--- src/rtl/msrv32_pkg.sv ---
// Shared definitions for the msrv32 decode stage: RV32I opcodes,
// immediate-type select codes and the decode buffer state encoding.
package msrv32_pkg;

  localparam logic [6:0] OP_LOAD   = 7'b0000011;
  localparam logic [6:0] OP_IMM    = 7'b0010011;
  localparam logic [6:0] OP_STORE  = 7'b0100011;
  localparam logic [6:0] OP_BRANCH = 7'b1100011;
  localparam logic [6:0] OP_LUI    = 7'b0110111;
  localparam logic [6:0] OP_AUIPC  = 7'b0010111;
  localparam logic [6:0] OP_JAL    = 7'b1101111;
  localparam logic [6:0] OP_JALR   = 7'b1100111;
  localparam logic [6:0] OP_SYSTEM = 7'b1110011;
  localparam logic [6:0] OP_OP     = 7'b0110011;
  localparam logic [6:0] OP_FENCE  = 7'b0001111;

  localparam logic [2:0] IMM_I_LD   = 3'b000;
  localparam logic [2:0] IMM_I      = 3'b001;
  localparam logic [2:0] IMM_S      = 3'b010;
  localparam logic [2:0] IMM_B      = 3'b011;
  localparam logic [2:0] IMM_U      = 3'b100;
  localparam logic [2:0] IMM_J      = 3'b101;
  localparam logic [2:0] IMM_CSR    = 3'b110;
  localparam logic [2:0] IMM_I_JALR = 3'b111;

  localparam logic [31:0] INSTR_NOP = 32'h0000_0013;

  typedef enum logic [1:0] {
    ST_EMPTY = 2'b00,
    ST_ONE   = 2'b01,
    ST_FULL  = 2'b10
  } state_t;

endpackage

--- src/rtl/msrv32_opcode_classifier.sv ---
// Combinational classifier: maps the head instruction's opcode/funct3 to an
// immediate-type select and flags unsupported encodings.
module msrv32_opcode_classifier
  import msrv32_pkg::*;
(
  input  logic [6:0] opcode,
  input  logic [2:0] funct3,
  output logic [2:0] imm_type,
  output logic       illegal
);

  always_comb begin
    // NOTE: every output gets a default first so no path through the case can infer a latch.
    imm_type = IMM_I;
    illegal  = 1'b0;
    case (opcode)
      OP_LOAD:           imm_type = IMM_I_LD;
      OP_IMM:            imm_type = IMM_I;
      OP_STORE:          imm_type = IMM_S;
      OP_BRANCH:         imm_type = IMM_B;
      OP_LUI, OP_AUIPC:  imm_type = IMM_U;
      OP_JAL:            imm_type = IMM_J;
      OP_JALR:           imm_type = IMM_I_JALR;
      OP_SYSTEM:         imm_type = (funct3 != 3'b000) ? IMM_CSR : IMM_I;
      OP_OP, OP_FENCE:   imm_type = IMM_I;
      // Covers both unknown opcodes and compressed encodings (instr[1:0] != 2'b11).
      default:           illegal  = 1'b1;
    endcase
  end

endmodule

--- src/rtl/msrv32_decode_ctrl.sv ---
// Decode-stage controller: two-entry skid buffer between fetch and execute,
// with flush, opcode classification and a saturating stall counter.
module msrv32_decode_ctrl
  import msrv32_pkg::*;
#(
  parameter int             XLEN        = 32,
  parameter int             STALL_CNT_W = 16,
  parameter logic [XLEN-1:0] PC_RESET   = '0
) (
  input  logic                   clk_in,
  input  logic                   rst_in,
  input  logic                   flush_in,
  input  logic                   in_valid_in,
  output logic                   in_ready_out,
  input  logic [XLEN-1:0]        instr_in,
  input  logic [XLEN-1:0]        pc_in,
  output logic                   out_valid_out,
  input  logic                   out_ready_in,
  output logic [XLEN-1:0]        instr_out,
  output logic [XLEN-1:0]        pc_out,
  output logic [2:0]             imm_type_out,
  output logic [4:0]             rd_addr_out,
  output logic [4:0]             rs1_addr_out,
  output logic [4:0]             rs2_addr_out,
  output logic [2:0]             funct3_out,
  output logic                   illegal_out,
  output logic [STALL_CNT_W-1:0] stall_cnt_out
);

  state_t            state, next_state;
  logic [XLEN-1:0]   main_instr, main_pc;
  logic [XLEN-1:0]   skid_instr, skid_pc;
  logic [STALL_CNT_W-1:0] stall_cnt;
  logic              in_ready;
  logic              accept, consume;
  logic [2:0]        cls_imm_type;
  logic              cls_illegal;

  assign out_valid_out = (state != ST_EMPTY);
  assign accept        = in_valid_in && in_ready;
  assign consume       = out_valid_out && out_ready_in;

  always_comb begin
    next_state = state;
    if (flush_in) begin
      next_state = ST_EMPTY;
    end else begin
      case (state)
        ST_EMPTY: if (accept) next_state = ST_ONE;
        ST_ONE: begin
          if (accept && !consume)      next_state = ST_FULL;
          else if (consume && !accept) next_state = ST_EMPTY;
        end
        ST_FULL:  if (consume) next_state = ST_ONE;
        default:  next_state = ST_EMPTY;
      endcase
    end
  end

  // NOTE: the slots are plain registers, so resetting them is cheap and gives known outputs while EMPTY.
  always_ff @(posedge clk_in or posedge rst_in) begin
    if (rst_in) begin
      state      <= ST_EMPTY;
      in_ready   <= 1'b1;
      main_instr <= INSTR_NOP;
      main_pc    <= PC_RESET;
      skid_instr <= INSTR_NOP;
      skid_pc    <= PC_RESET;
    end else begin
      // NOTE: non-blocking assignments so every register samples the pre-edge values of the others.
      state    <= next_state;
      in_ready <= (next_state != ST_FULL);
      if (!flush_in) begin
        if (state == ST_FULL && consume) begin
          main_instr <= skid_instr;
          main_pc    <= skid_pc;
        end else if (accept && (state == ST_EMPTY || consume)) begin
          main_instr <= instr_in;
          main_pc    <= pc_in;
        end else if (accept) begin
          skid_instr <= instr_in;
          skid_pc    <= pc_in;
        end
      end
    end
  end

  // Counts cycles where execute holds off a valid head; flush does not clear it.
  always_ff @(posedge clk_in or posedge rst_in) begin
    if (rst_in) begin
      stall_cnt <= '0;
    end else if (out_valid_out && !out_ready_in && (stall_cnt != '1)) begin
      stall_cnt <= stall_cnt + STALL_CNT_W'(1);
    end
  end

  msrv32_opcode_classifier u_classifier (
    .opcode   (main_instr[6:0]),
    .funct3   (main_instr[14:12]),
    .imm_type (cls_imm_type),
    .illegal  (cls_illegal)
  );

  assign in_ready_out  = in_ready;
  assign instr_out     = main_instr;
  assign pc_out        = main_pc;
  assign rd_addr_out   = main_instr[11:7];
  assign rs1_addr_out  = main_instr[19:15];
  assign rs2_addr_out  = main_instr[24:20];
  assign funct3_out    = main_instr[14:12];
  assign imm_type_out  = out_valid_out ? cls_imm_type : IMM_I;
  assign illegal_out   = out_valid_out && cls_illegal;
  assign stall_cnt_out = stall_cnt;

endmodule

--- config.mk ---
export PLATFORM = sky130hd
export DESIGN_NAME = msrv32_decode_ctrl
export DESIGN_NICKNAME = d
export VERILOG_FILES = /design/src/rtl/msrv32_pkg.sv /design/src/rtl/msrv32_opcode_classifier.sv /design/src/rtl/msrv32_decode_ctrl.sv
export SDC_FILE = /design/constraint.sdc
export NUM_CORES = 1
export LEC_CHECK = 0
export BUFFER_PORTS_ARGS = -buffer_cell sky130_fd_sc_hd__buf_2
export CORE_ASPECT_RATIO = 0.9
export CORE_UTILIZATION = 55
export CTS_CLUSTER_SIZE = 25
export DETAILED_ROUTE_END_ITERATION = 6
export PLACE_DENSITY = 0.95
export SYNTH_ARGS = -nofsm -noshare
export SYNTH_HDL_FRONTEND = slang
export SYNTH_SLANG_ARGS = --single-unit
--- constraint.sdc ---
create_clock -name clk_in -period 11.6 [get_ports clk_in]
set_input_delay 0.58 -clock clk_in [delete_from_list [all_inputs] [get_ports clk_in]]
set_output_delay 0.58 -clock clk_in [all_outputs]
set_load 0.01 [all_outputs]
# Word-level counts from Yosys, hierarchy flattened
# Cells that the tools add are included.
# word_totals
mem_count,0
out_inout_bits,104
wordCells,61
ram_bits,0
inputBits,69
romBits,0
latch_bits,0
reg_bits,147
# op_classes
n_bitwise,3
div_mod_pow,0
n_reduce_logical,21
n_addsub,1
n_mul,0
n_lt_le_gt_ge,0
shifts,0
n_eq_ne,15
n_mux,14
# ops
operator,count
$mux W32,4
$eq A7 B7 Y1 const B,4
$eq A7 B6 Y1 const B,3
$pmux W3 S7,1
$add A16 B1 Y16 const B,1
$ne A16 B16 Y1 const B,1
$eq A7 B5 Y1 const B,2
$reduce_or A11 Y1,1
$mux W2,5
$logic_and A1 B1 Y1,9
$eq A7 B2 Y1 const B,1
$eq A7 B4 Y1 const B,1
$mux W3,2
$pmux W2 S3,1
$reduce_and A4 Y1,1
$reduce_bool A2 Y1,2
$logic_not A1 Y1,3
$not A1 Y1,3
$reduce_bool A3 Y1,1
$eq A2 B1 Y1 const B,1
$eq A2 B2 Y1 const B,1
$logic_not A2 Y1,1
$ne A2 B2 Y1 const B,1
$reduce_and A2 Y1,1
other kinds (3),3

# Depth between registers and ports, before layout
# Gate-level depths: netlist (run 1).
# depth
ltp_word,8
depth_mapped,7

# Hierarchy
# Synthesis (run 1) repeated with hierarchy kept, for this count alone.
# hier_totals
cells_unflattened,475
area_unflattened_um2,6914.1
# by_module_without_submodules
mod,area_each_um2,seq_area_each_um2,cells_each,n_inst
msrv32_decode_ctrl,6762.7,3687.3,453,1
msrv32_opcode_classifier,151.4,0.0,22,1

# Least setup slack after synthesis (run 1)
# OpenSTA, ideal clock, no wires.
# synth_path
kind,reg2out
from,"register main_instr[4], in the netlist instr_out[4]"
to,output imm_type_out[1]
arrival_ps,1597
path_buffers,0
path_slack_ps,9423
path_stages_with_launch,5
path_cell_list,dfstp_2 or3b_1 a21bo_2 a211oi_1 o21a_1
# synth_between
elab_chain_cells,4
elab_cells_between_ends,11
classes_between,eq/ne: 8; mux: 2; reduce/logical: 1
# synth_lines
item,line_no,source
start: declaration,msrv32_decode_ctrl.sv:31,"logic [XLEN-1:0] main_instr, main_pc;"
start signal: assignment,msrv32_decode_ctrl.sv:75,main_instr <= skid_instr;
start signal: assignment,msrv32_decode_ctrl.sv:78,main_instr <= instr_in;
$eq A7 B6 Y1 or $eq A7 B5 Y1 (tied branches),msrv32_opcode_classifier.sv:16,case (opcode)
$reduce_or A2 Y1,msrv32_opcode_classifier.sv:16,
$pmux W3 S7 *,msrv32_opcode_classifier.sv:16,
$mux W3 *,msrv32_decode_ctrl.sv:111,assign imm_type_out = out_valid_out ? cls_imm_type : IMM_I;
end: declaration,msrv32_decode_ctrl.sv:21,"output logic [2:0] imm_type_out,"
# Every way passes the cells marked *; elsewhere a longest branch is shown, timed or not.

# Worst setup path after layout (run 1)
# layout_path
from,"register main_instr[4], in the netlist instr_out[4]"
to,output imm_type_out[0]
# The elaborated chain is that of the path after synthesis.

==> impl_metrics.csv, run 1 <==
group,metric,value,unit
synth,yosysSeqAreaShare,55.76,%
cts,cts-root-buf,"clkbuf_16",
floorplan,core-area,0.01157,mm²
cts,cts_tree,"built",
timing,finClkSkew,15.48,ps
cts,cts_buffers,17,
timing,tns,0,ps
place,port_buffers,172,
synth,ys_ff_latch,147,
final_layout,fill_cells,836,
global_routing,grtUsageMet2,41.42,%
routing,drtIter0Drc,315,
cts,holdBufCountCts,0,
routing,routed_wl,14080,µm
routing,drt-pass1-iter-count,4,
final_layout,final-seq-area,0.003687,mm²
global_routing,grt.busiest_layer,"met2",
place,dp_hpwl,9438,µm
cts,cts_buffer_depth,2,
pwr,total_leakage_power,0.004078,µW
setup_path,r2r_cells,5,
floorplan,core.rowCount,37,
place,finalWeightedCongestion,0.8387,
global_routing,first_global_vias,4866,
synth,yosys.cell_types.count,48,
timing,worst_pin_slew,1213,ps
routing,drc,0,
timing,period_minus_slack,2863,ps
setup_path,cp.arrival,2280,ps
timing,fin_crit_sh,24.68,%
final_layout,layout-drive-gt1-share,40.11,%
synth,yosys_warnings,0,
cts,cts_sinks,147,
setup_path,rr_startpoint,"state[1]$_DFF_PP0_",
timing,hold_viol_final,0,
worst_hold_path,holdCritPathClass,"input pin to async pin",
global_routing,grt_pass1_wl,23550,µm
setup_path,critical_path.startpoint_type,"flip-flop",
timing,holdWs,246.6,ps
pwr,power.total,1576,µW
setup_path,path_cells,"or3b_1 -> a21bo_2 -> a211oi_1 -> o211ai_1 -> buf_2",
synth,syn_area_per_cell,11.98,µm²
final_layout,layout_commonest_cell,"buf_2",
setup_path,end_kind,"primary output",
cts,post_cts_buffers,0,
global_routing,grt_max_degree,129,
floorplan,die_h,106.0,µm
timing,max_freq,0.3493,GHz
pwr,peakVddDrop,0.1309,mV
timing,drv_slew,0,
floorplan,die-area,0.01247,mm²
floorplan,pin_count,173,
synth,syn_nets,622,
routing,wire_per_inst,16.21,µm
synth,async_flop_share,100.0,%
cts,clkSlewWorstSetupHoldPaths,60,ps
cts,worstSkewPairLatency,430,ps
final_layout,layout_common_cells,"buf_2, dfrtp_1, nor2_1",
final_layout,area_growth,21.06,%
synth,synth_cells,552,
setup_path,path_class,"flip-flop to primary output",
routing,ant_nets,0,
setup_path,crit_start,"instr_out[4]$_DFFE_PP1P_",
final_layout,multi_input_area,0.002601,mm²
final_layout,antenna_cells,0,
timing,timing.final.ws_setup,8737,ps
setup_path,cp_max_fo,8,
synth,ys.flop_type,"dfrtp_1",
global_routing,met1_usage,28.96,%
synth,syn-cell-area,0.006613,mm²
final_layout,layout.nets,770,
floorplan,start_util,57.14,%
pwr,cellPowerDensity,196.8,mW/mm²
global_routing,antenna_found_initial,0,
routing,num_vias,4842,
cts,htreeDepth,4,
synth,synth_enable_flop_cells,0,
setup_path,rr_endpoint,"instr_out[10]$_DFFE_PP0P_",
cts,cts_resized,0,
setup_path,required,11020,ps
floorplan,die_w,117.6,µm
place,pre_cts_slack,9142,ps
setup_path,slowest_delay,580,ps
global_routing,met3_usage,7.242,%
routing,drt-vias-per-instance,5.572,
setup_path,slowest_stage,"dfstp_2",
final_layout,final_core_util,69.17,%
job,cap_violations,0,
setup_path,r2r_setup_slack,9200,ps
timing,setup_violations,0,
timing,rsz0062_at_grt,"false",
status,outcome,"finished clean",
setup_path,worstSetupEndpoint,"imm_type_out[0]",
global_routing,globalRouteOverflowTotal,0,
global_routing,gr-usage-all-layers,24.15,%
timing,relSlewSlack,19.10,%
-- cell type report --
type	count	area share, %
clock inverters	11	1.657
well taps	156	2.438
multi-input cells	353	32.49
inverters	4	0.2501
flip-flops and latches	147	46.06
repair buffers	177	11.22
clock buffers	21	5.877
-- kinds of logic after synthesis --
family,synth area share (%)
flops,55.76
mux,20.76
simple gates,8.988
compound gates,7.588
buf+inv,5.128
xor+xnor,1.589
fa+ha+maj,0.1892
-- through the flow --
step / area [µm²] / cells
after global routing: 8005 / 869
after detailed placement: 7402 / 837
final: 8005 / 869
after floorplan: 6613 / 552
after CTS: 8005 / 869
after global placement: 7402 / 837
-- cells in the mapped netlist, types with 4 or more instances --
cell / count / share of area [%]
nand4_1: 5 / 0.47
nand2_1: 9 / 0.51
buf_6: 6 / 1.0
xor2_1: 6 / 0.79
and3_1: 5 / 0.47
buf_4: 19 / 2.2
inv_1: 4 / 0.23
a21oi_1: 71 / 5.4
buf_2: 22 / 1.7
nand3_1: 6 / 0.45
nor3_1: 4 / 0.30
mux2_1: 4 / 0.68
xnor2_1: 6 / 0.79
dfrtp_1: 140 / 53
mux2_2: 61 / 10
nor2_1: 72 / 4.1
mux2i_1: 64 / 9.7
dfstp_2: 7 / 2.8
-- registers in the layout (all words and copies together), names as in the netlist --
name	count
stall_cnt_out	16
state	2
pc_out	32
skid_pc	32
instr_out	32
skid_instr	32
in_ready_out	1
-- critical path: cells and delay by family, from the launching register on --
kind	cells	cell delay, ps
AOI/OAI and AO/OA	3	740
DFF	1	580
and+or+nand+nor	1	390
buffers and inverters	1	160
-- report_power, final --
group	leakage, µW	internal [µW]	switching (µW)
logic	0.00204	148	150
clock network	0.000302	352	201
registers	0.00173	640	83.7
total	0.00408	1140	435
-- per-layer routing --
metal / part of all wire (%) / vias up
met5: 0 / -
met4: 1.3 / 0
met3: 5.9 / 20
met2: 52 / 159
met1: 41 / 2442
li1: - / 2221
-- worst min path at each step --
stage,end,cells past startpoint
after floorplan,skid_instr[27]$_DFFE_PP0P_,1
after global placement,skid_instr[27]$_DFFE_PP0P_,1
after detailed placement,skid_instr[28]$_DFFE_PP0P_,1
after CTS,instr_out[15]$_DFFE_PP0P_,2
after global routing,instr_out[15]$_DFFE_PP0P_,2
final,instr_out[8]$_DFFE_PP0P_,2
Power figures use the tool's default switching activity.
==> run 2: changes to the inputs <==
Settings changed: CORE_UTILIZATION 55 to 53, PLACE_DENSITY 0.95 to 0.92.
Clock period 11.6 ns to 2.9 ns, I/O delays scaled along.
==> run 2 against run 1 <==
Combinational power rose to 4.4 times the previous value. Power rose to 4.0 times the previous value. Clock power grew to 3.7 times the previous value. Count of clock-buffer cells in the layout is 6 higher. Highest routed layer unchanged.
==> impl_metrics.csv, run 2 (synthesized netlist as in run 1, its figures left out) <==
group,metric,value,unit
status,outcome,"finished clean",
pwr,power.total,6244,µW
final_layout,antenna_cells,0,
setup_path,path_cells,"or3b_1 -> a21bo_2 -> a211oi_1 -> o21a_1 -> buf_2",
pwr,p_sw,1756,µW
final_layout,layout-drive-gt1-share,36.28,%
final_layout,area_growth,31.41,%
floorplan,start_util,54.54,%
setup_path,cp_max_fo,8,
timing,hold_viol_final,0,
global_routing,antenna_found_initial,0,
routing,num_vias,5129,
place,port_buffers,172,
routing,routed_wl,15760,µm
timing,rsz0062_at_grt,"false",
final_layout,final_core_util,71.67,%
cts,cts_buffers,17,
floorplan,core-area,0.01212,mm²
global_routing,first_global_vias,5377,
routing,wire_per_inst,16.76,µm
setup_path,end_kind,"primary output",
global_routing,grt_pass1_wl,25410,µm
timing,worst_pin_slew,575.5,ps
cts,cts_sinks,147,
timing,fin_crit_sh,83.85,%
place,place_area,0.007483,mm²
setup_path,required,2760,ps
setup_path,path_delay_family,"compound AO/OA/AOI/OAI gates",
setup_path,slowest_stage,"dfstp_2",
cts,cts_resized,0,
pwr,peakVddDrop,0.5122,mV
setup_path,cp_num_buf_inv,1,
final_layout,stdcell_area,0.008690,mm²
cts,cts-root-buf,"clkbuf_16",
pwr,combPwrFrac,20.7,%
setup_path,slowest_delay,590,ps
global_routing,globalRouteOverflowTotal,0,
cts,cts_tree,"built",
floorplan,die_w,119.7,µm
floorplan,die-area,0.01293,mm²
timing,tns,0,ps
pwr,internal_power,4488,µW
place,finalWeightedCongestion,0.8274,
final_layout,final-seq-area,0.003687,mm²
cts,htreeDepth,4,
cts,cts_buffer_depth,2,
timing,finClkSkew,11.69,ps
final_layout,multi_input_area,0.002601,mm²
timing,max_freq,0.4113,GHz
routing,drt-pass1-iter-count,4,
global_routing,grt_max_degree,83,
pwr,power.share.switching,28.12,%
setup_path,cp.arrival,2290,ps
setup_path,path_class,"flip-flop to primary output",
global_routing,gr-usage-all-layers,25.69,%
final_layout,final_cells,940,
cts,worstSkewPairLatency,420,ps
final_layout,layout_commonest_cell,"buf_2",
setup_path,critical_path.startpoint_type,"flip-flop",
floorplan,die_h,108.0,µm
floorplan,pin_count,173,
worst_hold_path,holdCritPathClass,"input pin to flip-flop",
pwr,p_clk_share,32.6,%
place,dp_hpwl,9670,µm
routing,drtIter0Drc,265,
pwr,p_seq_share,46.7,%
routing,drc,0,
final_layout,layout_common_cells,"buf_2, dfrtp_1, nor2_1",
timing,setup_violations,0,
job,cap_violations,0,
timing,period_minus_slack,2432,ps
place,dp.cells,843,
pwr,total_leakage_power,0.004347,µW
timing,drv_slew,0,
routing,drt-vias-per-instance,5.456,
timing,relSlewSlack,61.63,%
final_layout,layout.nets,837,
final_layout,fill_cells,809,
cts,clkSlewWorstSetupHoldPaths,60,ps
pwr,cellPowerDensity,718.5,mW/mm²
floorplan,core.rowCount,38,
routing,ant_nets,0,
-- run 2: cell count changes in the layout (fill, tap and decap cells not counted) --
cell,delta
dlygate4sd3_1,+65
clkbuf_8,+1
clkbuf_1,+5
clkinvlp_4,+1
inv_6,-1
clkinv_2,-4
bufinv_16,-2
buf_12,+5
buf_4,-3
-- run 2: worst paths after layout --
kind                                             from                    endpoint  slack (ps)  cells past startpoint
max in group asynchronous                      rst_in   skid_instr[0]$_DFFE_PP1P_        2110                      4
hold / removal                           out_ready_in      in_ready_out$_DFF_PP1_          30                      2
hold reg to reg            skid_instr[28]$_DFFE_PP0P_  skid_instr[28]$_DFFE_PP0P_         480                      1
min in group asynchronous                      rst_in     skid_pc[21]$_DFFE_PP0P_         410                      4
setup / recovery             instr_out[4]$_DFFE_PP1P_             imm_type_out[1]         470                      5
setup reg to reg                   state[1]$_DFF_PP0_      pc_out[21]$_DFFE_PP0P_         830                      5
-- run 2: metrics by stage --
stage / setup slack [ps] / hold slack [ps]
floorplan: 913.7 / 266.0
detailed placement: 854.8 / 310.8
CTS: 521.9 / 11.15
global route: 413.1 / 27.82
finish: 468.5 / 25.78
global placement: 1022 / 294.9
-- run 2: cell type report --
type	instances	share of cell area [%]
clock inverters	5	0.6048
flip-flops and latches	147	42.43
multi-input cells	353	29.94
well taps	160	2.304
inverters	4	0.2160
clock buffers	27	5.788
repair buffers	244	18.72
-- run 2: power by group through the flow --
stage | Sequential, µW | Clock (µW) | Combinational [µW]
2_1_floorplan | 2930 | 0 | 732
3_3_place_gp | 2870 | 0 | 1150
3_5_place_dp | 2920 | 0 | 1210
4_1_cts | 2900 | 2080 | 1290
5_1_grt | 2970 | 2170 | 1430
6_report | 2910 | 2040 | 1300
-- run 2: per-layer routing --
metal  track usage, %  routed length (µm)  up-vias  part of all wire, %
li1                 -                   -     2355                    -
met1            27.90                6233     2540                   40
met2            46.33                8328      193                   53
met3            6.909                 812       41                  5.2
met4            13.13                 383        0                  2.4
met5                0                   0        -                    0
-- run 2: what timing repair did --
item / 4_1_cts / 5_1_grt
hold endpoints to repair: 204 / 0
setup buffers: 0 / 0
hold buffers: 65 / 0
-- run 2: worst register-to-register path, cell delays in order, from the launching register on --
cell and delay, ps:
dfrtp_1 490, nand4bb_1 290, a31oi_4 550, buf_12 320
nor2_1 140, a21oi_1 190
